===== src/rtl/press_counter_7seg_if.sv =====
// Bus bundle for press_counter_7seg: increment/clear requests in, count and
// multiplexed 7-segment drive out.
interface press_counter_7seg_if #(
  parameter int DIGITS = 4
);
  logic                  inc_pulse;
  logic                  clr;
  logic [4*DIGITS-1:0]   count_bcd;
  logic                  wrap;
  logic [DIGITS-1:0]     an;
  logic [6:0]            seg;

  modport master (
    output inc_pulse,
    output clr,
    input  count_bcd,
    input  wrap,
    input  an,
    input  seg
  );

  modport slave (
    input  inc_pulse,
    input  clr,
    output count_bcd,
    output wrap,
    output an,
    output seg
  );
endinterface


===== src/rtl/press_counter_7seg.sv =====
// Button-press BCD counter with a time-multiplexed, active-low 7-segment
// display driver and optional leading-zero blanking.
module press_counter_7seg #(
  parameter int DIGITS   = 4,
  parameter int SCAN_DIV = 50_000,
  parameter int BLANK_LZ = 1
) (
  input  logic               clk,
  input  logic               rst_n,
  press_counter_7seg_if.slave bus
);

  localparam int IDX_W = (DIGITS > 1) ? $clog2(DIGITS) : 1;
  localparam int DIV_W = $clog2(SCAN_DIV);
  localparam logic [IDX_W-1:0] LAST_IDX = IDX_W'(DIGITS - 1);
  localparam logic [DIV_W-1:0] LAST_DIV = DIV_W'(SCAN_DIV - 1);

  logic [4*DIGITS-1:0] r_count;
  logic                r_wrap;
  logic [DIV_W-1:0]    r_div;
  logic [IDX_W-1:0]    r_idx;
  logic [DIGITS-1:0]   r_an;
  logic [6:0]          r_seg;

  logic [4*DIGITS-1:0] w_count_inc;
  logic                w_carry;
  logic [3:0]          w_digit;
  logic                w_blank;
  logic                w_upper_zero;
  logic [DIGITS-1:0]   w_an;

  // Active-low gfedcba pattern for one BCD digit.
  function automatic logic [6:0] f_seg_decode(input logic [3:0] digit);
    logic [6:0] pattern;
    case (digit)
      4'd0:    pattern = 7'b1000000;
      4'd1:    pattern = 7'b1111001;
      4'd2:    pattern = 7'b0100100;
      4'd3:    pattern = 7'b0110000;
      4'd4:    pattern = 7'b0011001;
      4'd5:    pattern = 7'b0010010;
      4'd6:    pattern = 7'b0000010;
      4'd7:    pattern = 7'b1111000;
      4'd8:    pattern = 7'b0000000;
      4'd9:    pattern = 7'b0010000;
      default: pattern = 7'b1111111;
    endcase
    return pattern;
  endfunction

  // Ripple BCD increment; a carry surviving the top digit means all-9s rollover.
  always_comb begin
    w_count_inc = r_count;
    w_carry     = 1'b1;
    for (int i = 0; i < DIGITS; i++) begin
      if (w_carry) begin
        if (r_count[4*i +: 4] == 4'd9) begin
          w_count_inc[4*i +: 4] = 4'd0;
        end else begin
          w_count_inc[4*i +: 4] = r_count[4*i +: 4] + 4'd1;
          w_carry               = 1'b0;
        end
      end else begin
        w_count_inc[4*i +: 4] = r_count[4*i +: 4];
      end
    end
  end

  // Count register; clear beats increment and never raises wrap.
  always_ff @(posedge clk or negedge rst_n) begin
    if (!rst_n) begin
      r_count <= {(4*DIGITS){1'b0}};
      r_wrap  <= 1'b0;
    end else if (bus.clr) begin
      r_count <= {(4*DIGITS){1'b0}};
      r_wrap  <= 1'b0;
    end else if (bus.inc_pulse) begin
      r_count <= w_count_inc;
      r_wrap  <= w_carry;
    end else begin
      r_count <= r_count;
      r_wrap  <= 1'b0;
    end
  end

  // Scan divider and digit index, free-running and independent of counting.
  always_ff @(posedge clk or negedge rst_n) begin
    if (!rst_n) begin
      r_div <= {DIV_W{1'b0}};
      r_idx <= {IDX_W{1'b0}};
    end else if (r_div == LAST_DIV) begin
      r_div <= {DIV_W{1'b0}};
      if (r_idx == LAST_IDX) begin
        r_idx <= {IDX_W{1'b0}};
      end else begin
        r_idx <= r_idx + {{(IDX_W-1){1'b0}}, 1'b1};
      end
    end else begin
      r_div <= r_div + {{(DIV_W-1){1'b0}}, 1'b1};
      r_idx <= r_idx;
    end
  end

  // Select the scanned digit; walking from the top tracks whether it and
  // every higher digit are zero, which is the blanking condition.
  always_comb begin
    w_digit      = 4'd0;
    w_blank      = 1'b0;
    w_upper_zero = 1'b1;
    w_an         = {DIGITS{1'b1}};
    for (int i = DIGITS - 1; i >= 0; i--) begin
      w_upper_zero = w_upper_zero && (r_count[4*i +: 4] == 4'd0);
      if (IDX_W'(i) == r_idx) begin
        w_digit = r_count[4*i +: 4];
        w_blank = (BLANK_LZ != 0) && (i != 0) && w_upper_zero;
        w_an[i] = 1'b0;
      end else begin
        w_an[i] = 1'b1;
      end
    end
  end

  // Registered display pins.
  always_ff @(posedge clk or negedge rst_n) begin
    if (!rst_n) begin
      r_an  <= {DIGITS{1'b1}};
      r_seg <= 7'b1111111;
    end else begin
      r_an  <= w_an;
      if (w_blank) begin
        r_seg <= 7'b1111111;
      end else begin
        r_seg <= f_seg_decode(w_digit);
      end
    end
  end

  assign bus.count_bcd = r_count;
  assign bus.wrap      = r_wrap;
  assign bus.an        = r_an;
  assign bus.seg       = r_seg;

endmodule

===== src/flat_wrapper.sv =====
// flat-port wrapper written by rule: the top's interface ports become plain ports
module press_counter_7seg_flat 
#(
  parameter int DIGITS   = 4,
  parameter int SCAN_DIV = 50_000,
  parameter int BLANK_LZ = 1
)
  (clk, rst_n, bus_inc_pulse, bus_clr, bus_count_bcd, bus_wrap, bus_an, bus_seg);
  press_counter_7seg_if #(.DIGITS(DIGITS)) bus_i ();
  input  logic clk;
  input  logic rst_n;
  input wire logic [$bits(bus_i.inc_pulse)-1:0] bus_inc_pulse;
  input wire logic [$bits(bus_i.clr)-1:0] bus_clr;
  output wire logic [$bits(bus_i.count_bcd)-1:0] bus_count_bcd;
  output wire logic [$bits(bus_i.wrap)-1:0] bus_wrap;
  output wire logic [$bits(bus_i.an)-1:0] bus_an;
  output wire logic [$bits(bus_i.seg)-1:0] bus_seg;
  assign bus_i.inc_pulse = bus_inc_pulse;
  assign bus_i.clr = bus_clr;
  assign bus_count_bcd = bus_i.count_bcd;
  assign bus_wrap = bus_i.wrap;
  assign bus_an = bus_i.an;
  assign bus_seg = bus_i.seg;
  press_counter_7seg #(.DIGITS(DIGITS), .SCAN_DIV(SCAN_DIV), .BLANK_LZ(BLANK_LZ)) u_core (.clk(clk), .rst_n(rst_n), .bus(bus_i));
endmodule

===== config.mk =====
export PLATFORM = sky130hd
export DESIGN_NAME = press_counter_7seg_flat
export DESIGN_NICKNAME = d
export VERILOG_FILES = /design/src/rtl/press_counter_7seg_if.sv /design/src/rtl/press_counter_7seg.sv /design/src/flat_wrapper.sv
export SDC_FILE = /design/constraint.sdc
export NUM_CORES = 1
export LEC_CHECK = 0
export CORE_MARGIN = 2
export CORE_UTILIZATION = 55
export DETAILED_ROUTE_END_ITERATION = 7
export PLACE_DENSITY = 0.79
export SLEW_MARGIN = 20
export SYNTH_ARGS = -nofsm -noshare
export SYNTH_HDL_FRONTEND = slang
export SYNTH_SLANG_ARGS = --single-unit
export TNS_END_PERCENT = 30

===== constraint.sdc =====
create_clock -name clk -period 2.5 [get_ports clk]
set_clock_uncertainty 0.2 [all_clocks]
set_input_delay 0.5 -clock clk [delete_from_list [all_inputs] [get_ports clk]]
set_output_delay 0.5 -clock clk [all_outputs]
set_load 0.02 [all_outputs]

======== Word level (Yosys, flattened, before mapping) ========
Memories as Yosys holds them, arrays and structs flattened.
Index checks and enable logic that the tools add are counted.
operators by class
  order comparisons ....................... 0
  shift operators ......................... 0
  mux-type cells .......................... 33
  eq/ne operators ......................... 9
  $mul .................................... 0
  div/mod/pow operators ................... 0
  add/sub/neg operators ................... 6
  bitwise operators ....................... 0
  reduce and logical (&&, ||, !) cells .... 13
operator list
  cell                     number
  $mux W16                 3
  $mux W4                  11
  $mux W1                  17
  $add A16 B1 Y16 const B  1
  $add A4 B1 Y4 const B    4
  $eq A16 B16 Y1 const B   1
  $eq A4 B4 Y1 const B     4
  $logic_not A4 Y1         3
  $reduce_bool A2 Y1       4
  $mux W7                  1
  $reduce_and A2 Y1        3
  $eq A2 B2 Y1 const A     2
  $add A2 B1 Y2 const B    1
  $eq A1 B2 Y1 const A     1
  $eq A2 B2 Y1 const B     1
  $logic_and A1 B1 Y1      2
  $logic_not A2 Y1         1
  $mux W2                  1
storage, ports and cells
  bits of input ports ..................... 4
  output and inout bits ................... 28
  register bits after elaboration ......... 46
  memories kept ........................... 1
  word-level logic and storage cells ...... 71
  bits in read-only memories .............. 112
  latch bits .............................. 0
  memory bits (writable) .................. 0
memories
  memory            depth  bits a word  rd ports  clocked after memory_dff  wr ports  line                      RTL
  (name not given)  16     7            1         0                         0         press_counter_7seg.sv:35  case (digit)

======== Depth between registers and ports, before layout ========
Gate-level depths: netlist of run 1.
  depth in word-level cells ............... 7
  mapped depth ............................ 11
  mapped depth without buffers ............ 10

======== Least setup slack after synthesis of run 1 ========
No wires, ideal clock.
  path kind ............................... reg-to-reg
  start ................................... register u_core.r_idx[0]
  end ..................................... register u_core.r_seg[6], in the netlist u_core.bus.seg[6]
  path slack .............................. 355 ps
  data required time ...................... 2,204 ps
  buffers on the path ..................... 1
  stages on the path, launching flop included .. 11
  setup time .............................. 96 ps
  arrival time ............................ 1,849 ps
  path through ............................ dfrtp_1 -> inv_1 -> ha_1 -> buf_2 -> nor2_1 -> o311ai_0 -> o211ai_1 -> inv_1 -> ha_1 -> nor3_1 -> o221ai_1
on the way
  word-level cells in the longest chain between the ends .. 7
RTL lines
  element                 line                       RTL
  from (decl)             press_counter_7seg.sv:21   logic [IDX_W-1:0] r_idx;
  from (signal assigned)  press_counter_7seg.sv:90   r_idx <= {IDX_W{1'b0}};
  from (signal assigned)  press_counter_7seg.sv:94   r_idx <= {IDX_W{1'b0}};
  from (signal assigned)  press_counter_7seg.sv:96   r_idx <= r_idx + {{(IDX_W-1){1'b0}}, 1'b1};
  $eq A2 B2 Y1            press_counter_7seg.sv:113  if (IDX_W'(i) == r_idx) begin
  $mux W4 (4 in a row)    press_counter_7seg.sv:113
  $mem_v2 Z16 W7          n/a
  $mux W7 (*)             press_counter_7seg.sv:130  if (w_blank) begin
  to (signal assigned)    press_counter_7seg.sv:133  r_seg <= f_seg_decode(w_digit);
  to (decl)               press_counter_7seg.sv:23   logic [6:0] r_seg;
Every way passes the cells marked *; elsewhere a longest branch is shown, timed or not.
A chain may end at the register's enable or synchronous reset.

======== Final worst setup path of run 1 ========
  start ................................... register u_core.r_count[8], in the netlist u_core.bus.count_bcd[8]
  end ..................................... register u_core.r_seg[4], in the netlist u_core.bus.seg[4]
on the way
  word-level cells in the longest chain between the ends .. 6
RTL lines
  element                                                                 line                       RTL
  from (decl)                                                             press_counter_7seg.sv:18   logic [4*DIGITS-1:0] r_count;
  from (signal assigned)                                                  press_counter_7seg.sv:72   r_count <= {(4*DIGITS){1'b0}};
  from (signal assigned)                                                  press_counter_7seg.sv:75   r_count <= {(4*DIGITS){1'b0}};
  from (signal assigned)                                                  press_counter_7seg.sv:78   r_count <= w_count_inc;
  parallel branches: the longest is 5 deep, another holds $mem_v2 Z16 W7  n/a
  $mux W7 (*)                                                             press_counter_7seg.sv:130
Every way passes the cells marked *.

==> impl_metrics.py, run 1 <==
metrics = {
    "run_status": {
        "outcome": "complete, no violations",
    },
    "synthesis": {
        "ys_warn_count": 0,
        "synth_area_per_cell_um2": 9.86,
        "synthXorXnorAreaFrac_pct": 5.27,
        "synth-seq-cells": 46,
        "synth_compound_area_share_pct": 12.3,
        "synth-edff-count": 0,
        "ys.flop_type": "dfrtp_1",
        "ys_types": 51,
        "synth_top_family_by_area": "simple AND/OR/NAND/NOR gates",
        "synthCells": 253,
        "yosysSeqAreaShare_pct": 46.7,
        "muxShareOfSynthArea_pct": 0.853,
        "ys_async_sr_fraction_pct": 100,
        "yosys.area_share.simple_pct": 23.1,
        "synth_nets": 274,
        "synth-adder-area-share_pct": 8.53,
        "syn_area_mm2": 0.00249,
    },
    "clock_tree": {
        "cts_buffer_depth": 2,
        "tritoncts": "yes",
        "cts_setup_buffers": 0,
        "clk_latency_ns": 0.30,
        "postCtsHoldBufs": 0,
        "cts-root-buf": "clkbuf_8",
        "clkTransAtPathRegs_ns": 0.09,
        "htreeDepth": 2,
        "cts_resized": 0,
        "clock-sinks": 46,
        "cts_buffers": 5,
    },
    "timing": {
        "tightest_slew_ns": 0.565,
        "period_minus_slack_ns": 2.30,
        "maxSlewHeadroom_pct": 62.3,
        "fin_tns_setup_ns": 0,
        "finalMaxSlewViolations": 0,
        "fmax_mhz": 434,
        "hold_viol": 0,
        "rsz0062_at_grt": "false",
        "setup_violations": 0,
        "holdWs_ns": 0.0725,
        "period_share_pct": 92.1,
    },
    "cells_and_area": {
        "drive_gt1_share_pct": 12.2,
        "finalNetCount": 314,
        "area_growth_pct": 19.7,
        "postLayoutCoreUtil_pct": 68.6,
        "mostFrequentLayoutCell": "dfrtp_1",
        "layout_common_cells": "dfrtp_1, clkdlybuf4s50_1, nor2_1, nand3_1, inv_1",
        "n_antenna_cell": 0,
        "finalInstanceArea_mm2": 0.00299,
        "multi_input_area_mm2": 0.00125,
        "fillerInstances": 336,
        "seqCellArea_mm2": 0.00116,
    },
    "global_route": {
        "grt_pass1_vias": 1833,
        "grt_first_pass_wirelength_um": 8250,
        "grtUsageTotal_pct": 20.4,
        "gr-total-overflow": 0,
        "grt_max_degree": 47,
        "antenna_found_initial": 0,
    },
    "routing": {
        "drt_iter0_markers": 136,
        "drt_first_pass_iters": 4,
        "via_count": 1969,
        "drc": 0,
        "wl_um": 4820,
        "final_antenna_net_count": 0,
        "wire_per_inst_um": 13.9,
        "via_per_inst": 5.69,
    },
    "critical_path": {
        "rrSetupSlack_ns": 0.20,
        "worstPathRequired_ns": 2.52,
        "setup.worst_path.class": "flip-flop to flip-flop",
        "cp_top_family": "simple AND/OR/NAND/NOR gates",
        "path_buf_inv": 1,
        "r2r_end": "u_core.bus.seg[4]",
        "crit_path_start_kind": "flip-flop",
        "worst_ep_arrival_time_ns": 2.33,
        "cp_slowest_cell": "or3b_2",
        "crit_fanout": 6,
        "slowest_delay_ns": 0.47,
        "crit_chain": "inv_1 > ha_1 > or3b_2 > a22oi_1 > nand3_1 > a21boi_0 > o211ai_1",
        "worstRegToRegCells": 7,
        "r2r-start": "u_core.bus.count_bcd[8]",
        "endpoint_kind": "flip-flop",
    },
    "placed_design": {
        "gp_congestion": 0.883,
        "placed_area_mm2": 0.00289,
        "post-dp-hpwl_um": 3440,
        "io_buffers": 31,
    },
    "pwr": {
        "pwr-share-seq_pct": 55.4,
        "vdd_drop_max_mv": 0.406,
        "p_total_mw": 1.43,
        "p_leak_nw": 1.27,
        "p_per_area_mw_per_mm2": 480,
        "p_int_mw": 1.05,
        "p_clk_share_pct": 31.3,
        "p_comb_share_pct": 13.3,
        "p_sw_share_pct": 26.5,
        "p_switching_mw": 0.380,
    },
    "floorplanning": {
        "fp.coreArea_mm2": 0.00435,
        "die-area_mm2": 0.00509,
        "die_h_um": 71.4,
        "rows": 24,
        "io_pins": 32,
        "initial_core_util_pct": 57.3,
        "dieWidth_um": 71.4,
    },
    "hold_path": {
        "hp-class": "input pin to async pin",
    },
    "flow_run": {
        "cap_violations": 0,
    },
}
per-layer routing:
metal,part of all wire (%),wire length [um],vias to the layer above,global-route usage (%)
met1,47,2240,947,26.2
met2,49,2340,48,34.6
met5,0,0,-,0
met4,1.3,65,0,7.97
met3,3.5,170,5,3.66
li1,-,-,969,-
stage by stage:
step | setup slack (ns) | std cells
2_1_floorplan | 0.355 | 253
3_3_place_gp | 0.114 | 338
3_5_place_dp | 0.0705 | 338
4_1_cts | 0.111 | 346
5_1_grt | 0.00432 | 346
6_report | 0.198 | 346
how the worst max path moves through the flow:
stage | from | end | depth (start not counted) | slack, ns
after floorplan | u_core.r_idx[0] | u_core.bus.seg[6] | 10 | 0.36
after global placement | bus_inc_pulse | u_core.bus.count_bcd[15] | 5 | 0.11
after detailed placement | bus_inc_pulse | u_core.bus.count_bcd[15] | 5 | 0.07
after CTS | u_core.r_idx[0] | u_core.bus.seg[6] | 9 | 0.11
after global routing | u_core.r_idx[0] | u_core.bus.seg[5] | 7 | 0.004
final | u_core.bus.count_bcd[8] | u_core.bus.seg[4] | 7 | 0.20
power by group through the flow:
stage	clock, mW	sequential (mW)	combinational [mW]
floorplan	0	0.836	0.0698
global placement	0	0.808	0.187
detailed placement	0	0.810	0.191
CTS	0.464	0.796	0.192
finish	0.448	0.795	0.191
global route	0.484	0.800	0.211
cell usage after synthesis, types with 2 or more instances:
library cell / number / area [um2]
nand3_1: 18 / 90.1
nand3b_1: 5 / 37.5
nand4_1: 4 / 25.0
nor3_1: 6 / 30.0
o41ai_1: 2 / 17.5
buf_2: 2 / 10.0
a21boi_0: 3 / 22.5
nand2b_1: 5 / 31.3
nor2_1: 25 / 93.8
or3_1: 2 / 12.5
dfstp_2: 11 / 289
o211ai_1: 2 / 15.0
dfrtp_1: 35 / 876
a21oi_1: 8 / 40.0
o21ai_0: 16 / 80.1
nand2_1: 16 / 60.1
clkbuf_1: 2 / 7.51
nor4_1: 3 / 18.8
xor2_1: 7 / 61.3
nor2b_1: 7 / 43.8
inv_1: 17 / 63.8
and3_1: 4 / 25.0
xnor2_1: 8 / 70.1
ha_1: 17 / 213
nor3b_1: 2 / 15.0
area by class of cell:
type | instances | area share, %
Clock inverter | 3 | 0.670
Timing Repair Buffer | 37 | 11.7
Tap cell | 52 | 2.18
Multi-Input combinational cell | 186 | 42.0
Clock buffer | 5 | 2.30
Inverter | 17 | 2.14
Sequential cell | 46 | 39.0
sequential cells by signal, indices dropped and copies added, names as in the netlist:
name / flops
u_core.bus.seg: 7
u_core.bus.wrap: 1
u_core.bus.an: 4
u_core.r_div: 16
u_core.r_idx: 2
u_core.bus.count_bcd: 16
cells by family (layout without fill, tap and decap cells):
group,after synthesis,after routing
and+or+nand+nor,106,106
DFF,46,46
adders and majority gates,17,17
AOI/OAI and AO/OA,46,46
xor gates and xnor gates,15,15
muxes,2,2
buffers and inverters,21,62
Power figures use the tool's default switching activity.
==> run 2: changes to the inputs <==
Settings changed: ABC_CLOCK_PERIOD_IN_PS set to 2500.
==> results of run 2 <==
Same layout as run 1: the final DEF is identical, and so are final timing and power.
==> run 3: changes to the inputs <==
Settings changed: CORE_MARGIN 2 to not set.
==> run 3 against run 2 <==
  * Count of clock-buffer cells in the layout up 1
  * Setup slack better by 0.0064 ns
  * Combinational power about the same
  * Global-route usage grew 0.84 points
  * Sequential power barely moved
  * Critical path type unchanged
  * Sequential share of layout area is 0.24 points lower
  * Critical endpoint is now u_core.bus.seg[6]
  * Clock power up 4%
  * Critical path depth up 1
  * Highest routed layer unchanged
  * Cell count unchanged
  * Utilization increased by 0.43 points
  * Register-to-register slack is essentially flat
  * First-iteration DRC count down 26%
==> impl_metrics.py, run 3 (same netlist as run 1, synthesis figures left out) <==
metrics = {
    "run_status": {
        "outcome": "complete, no violations",
    },
    "clock_tree": {
        "cts_buffers": 5,
        "cts_buffer_depth": 2,
        "clkTransAtPathRegs_ns": 0.08,
        "htreeDepth": 2,
        "clk_latency_ns": 0.30,
        "clock-sinks": 46,
        "cts_setup_buffers": 0,
        "cts-root-buf": "clkbuf_8",
        "tritoncts": "yes",
    },
    "critical_path": {
        "endpoint_kind": "flip-flop",
        "setup.worst_path.class": "flip-flop to flip-flop",
        "crit_fanout": 8,
        "worst_ep_arrival_time_ns": 2.31,
        "worstPathRequired_ns": 2.51,
        "crit_path_start_kind": "flip-flop",
    },
    "placed_design": {
        "placed_area_mm2": 0.00289,
        "dp_cells": 338,
        "gp_congestion": 0.809,
        "io_buffers": 31,
        "post-dp-hpwl_um": 3430,
    },
    "cells_and_area": {
        "finalNetCount": 314,
        "seqCellArea_mm2": 0.00116,
        "drive_gt1_share_pct": 12.9,
        "mostFrequentLayoutCell": "dfrtp_1",
        "fillerInstances": 351,
        "area_growth_pct": 20.5,
        "final_cells": 346,
        "n_antenna_cell": 0,
        "layout_common_cells": "dfrtp_1, clkdlybuf4s50_1, nor2_1, nand3_1, inv_1",
        "finalInstanceArea_mm2": 0.00301,
        "multi_input_area_mm2": 0.00127,
    },
    "pwr": {
        "p_switching_mw": 0.372,
        "p_sw_share_pct": 25.6,
        "vdd_drop_max_mv": 0.359,
        "p_per_area_mw_per_mm2": 483,
        "p_comb_share_pct": 13.0,
        "p_int_mw": 1.08,
        "p_total_mw": 1.45,
        "p_clk_share_pct": 32.2,
        "pwr-share-seq_pct": 54.9,
        "p_leak_nw": 1.28,
    },
    "global_route": {
        "grt_max_degree": 47,
        "grt_pass1_vias": 1865,
        "antenna_found_initial": 0,
        "grtUsageTotal_pct": 21.3,
        "gr-total-overflow": 0,
        "grt_first_pass_wirelength_um": 8200,
    },
    "routing": {
        "via_count": 1961,
        "wl_um": 4760,
        "wire_per_inst_um": 13.7,
        "final_antenna_net_count": 0,
        "drc": 0,
        "via_per_inst": 5.67,
        "drt_first_pass_iters": 4,
        "drt_iter0_markers": 101,
    },
    "floorplanning": {
        "fp.coreArea_mm2": 0.00435,
        "initial_core_util_pct": 57.3,
        "io_pins": 32,
        "die_h_um": 69.4,
        "die-area_mm2": 0.00481,
        "rows": 24,
        "dieWidth_um": 69.4,
    },
    "timing": {
        "tightest_slew_ns": 0.562,
        "period_share_pct": 91.8,
        "fmax_mhz": 436,
        "period_minus_slack_ns": 2.30,
        "fin_tns_setup_ns": 0,
        "setup_violations": 0,
        "finalMaxSlewViolations": 0,
        "rsz0062_at_grt": "false",
        "hold_viol": 0,
        "maxSlewHeadroom_pct": 62.5,
    },
    "flow_run": {
        "cap_violations": 0,
    },
    "hold_path": {
        "hp-class": "input pin to async pin",
    },
}
-- run 3: cell type report --
cell class	instances	area share (%)
Inverter	17	2.12
Clock inverter	2	0.375
Clock buffer	6	2.75
Tap cell	52	2.16
Timing Repair Buffer	37	11.7
Sequential cell	46	38.8
Multi-Input combinational cell	186	42.2
-- run 3: timing repair --
| action | in CTS | in global routing |
|---|---|---|
| gates resized for setup | 0 | 6 |
| endpoints found under the setup margin | 0 | 5 |
| hold buffers | 0 | 0 |
-- run 3: through the flow --
step	worst slack (ns)	utilization (%)	hold WS [ns]
6_report	0.204	69.0	0.0691
2_1_floorplan	0.355	-	0.00441
4_1_cts	0.0631	68.6	0.0865
3_5_place_dp	0.0781	66.4	0.251
5_1_grt	0.0169	69.0	0.128
3_3_place_gp	0.107	66.4	0.242
-- run 3: worst paths after layout --
check                           startpoint                       to  slack (ns)  cells after the start
setup / recovery           u_core.r_idx[1]        u_core.bus.seg[6]        0.20                      8
hold / removal                       rst_n  u_core.bus.count_bcd[3]        0.07                      2
setup reg to reg           u_core.r_idx[1]        u_core.bus.seg[6]        0.20                      8
hold reg to reg            u_core.r_div[0]          u_core.r_div[0]        0.26                      1
max in group asynchronous            rst_n         u_core.r_div[10]        1.65                      2
min in group clk           u_core.r_div[0]          u_core.r_div[0]        0.26                      1
-- run 3: metal layers --
metal  track usage, %  wire (um)  vias to the layer above
li1                 -          -                      974
met3             5.96        223                        8
met2             34.0       2240                       48
met4             7.26         69                        0
met1             28.0       2220                      931
met5                0          0                        -
-- run 3: critical path: stages, from the launching register on --
cell and delay (ns):
dfrtp_1 0.40, inv_1 0.11, ha_1 0.37, nand2b_1 0.12, o211ai_1 0.27, inv_1 0.13
ha_1 0.21, nor3_1 0.25, o221ai_1 0.14
-- run 3: power by group through the flow --
stage | sequential, mW | clock [mW] | combinational, mW
after floorplan | 0.836 | 0 | 0.0698
after global placement | 0.809 | 0 | 0.186
after detailed placement | 0.811 | 0 | 0.189
after CTS | 0.796 | 0.480 | 0.190
after global routing | 0.801 | 0.510 | 0.208
final | 0.796 | 0.467 | 0.188
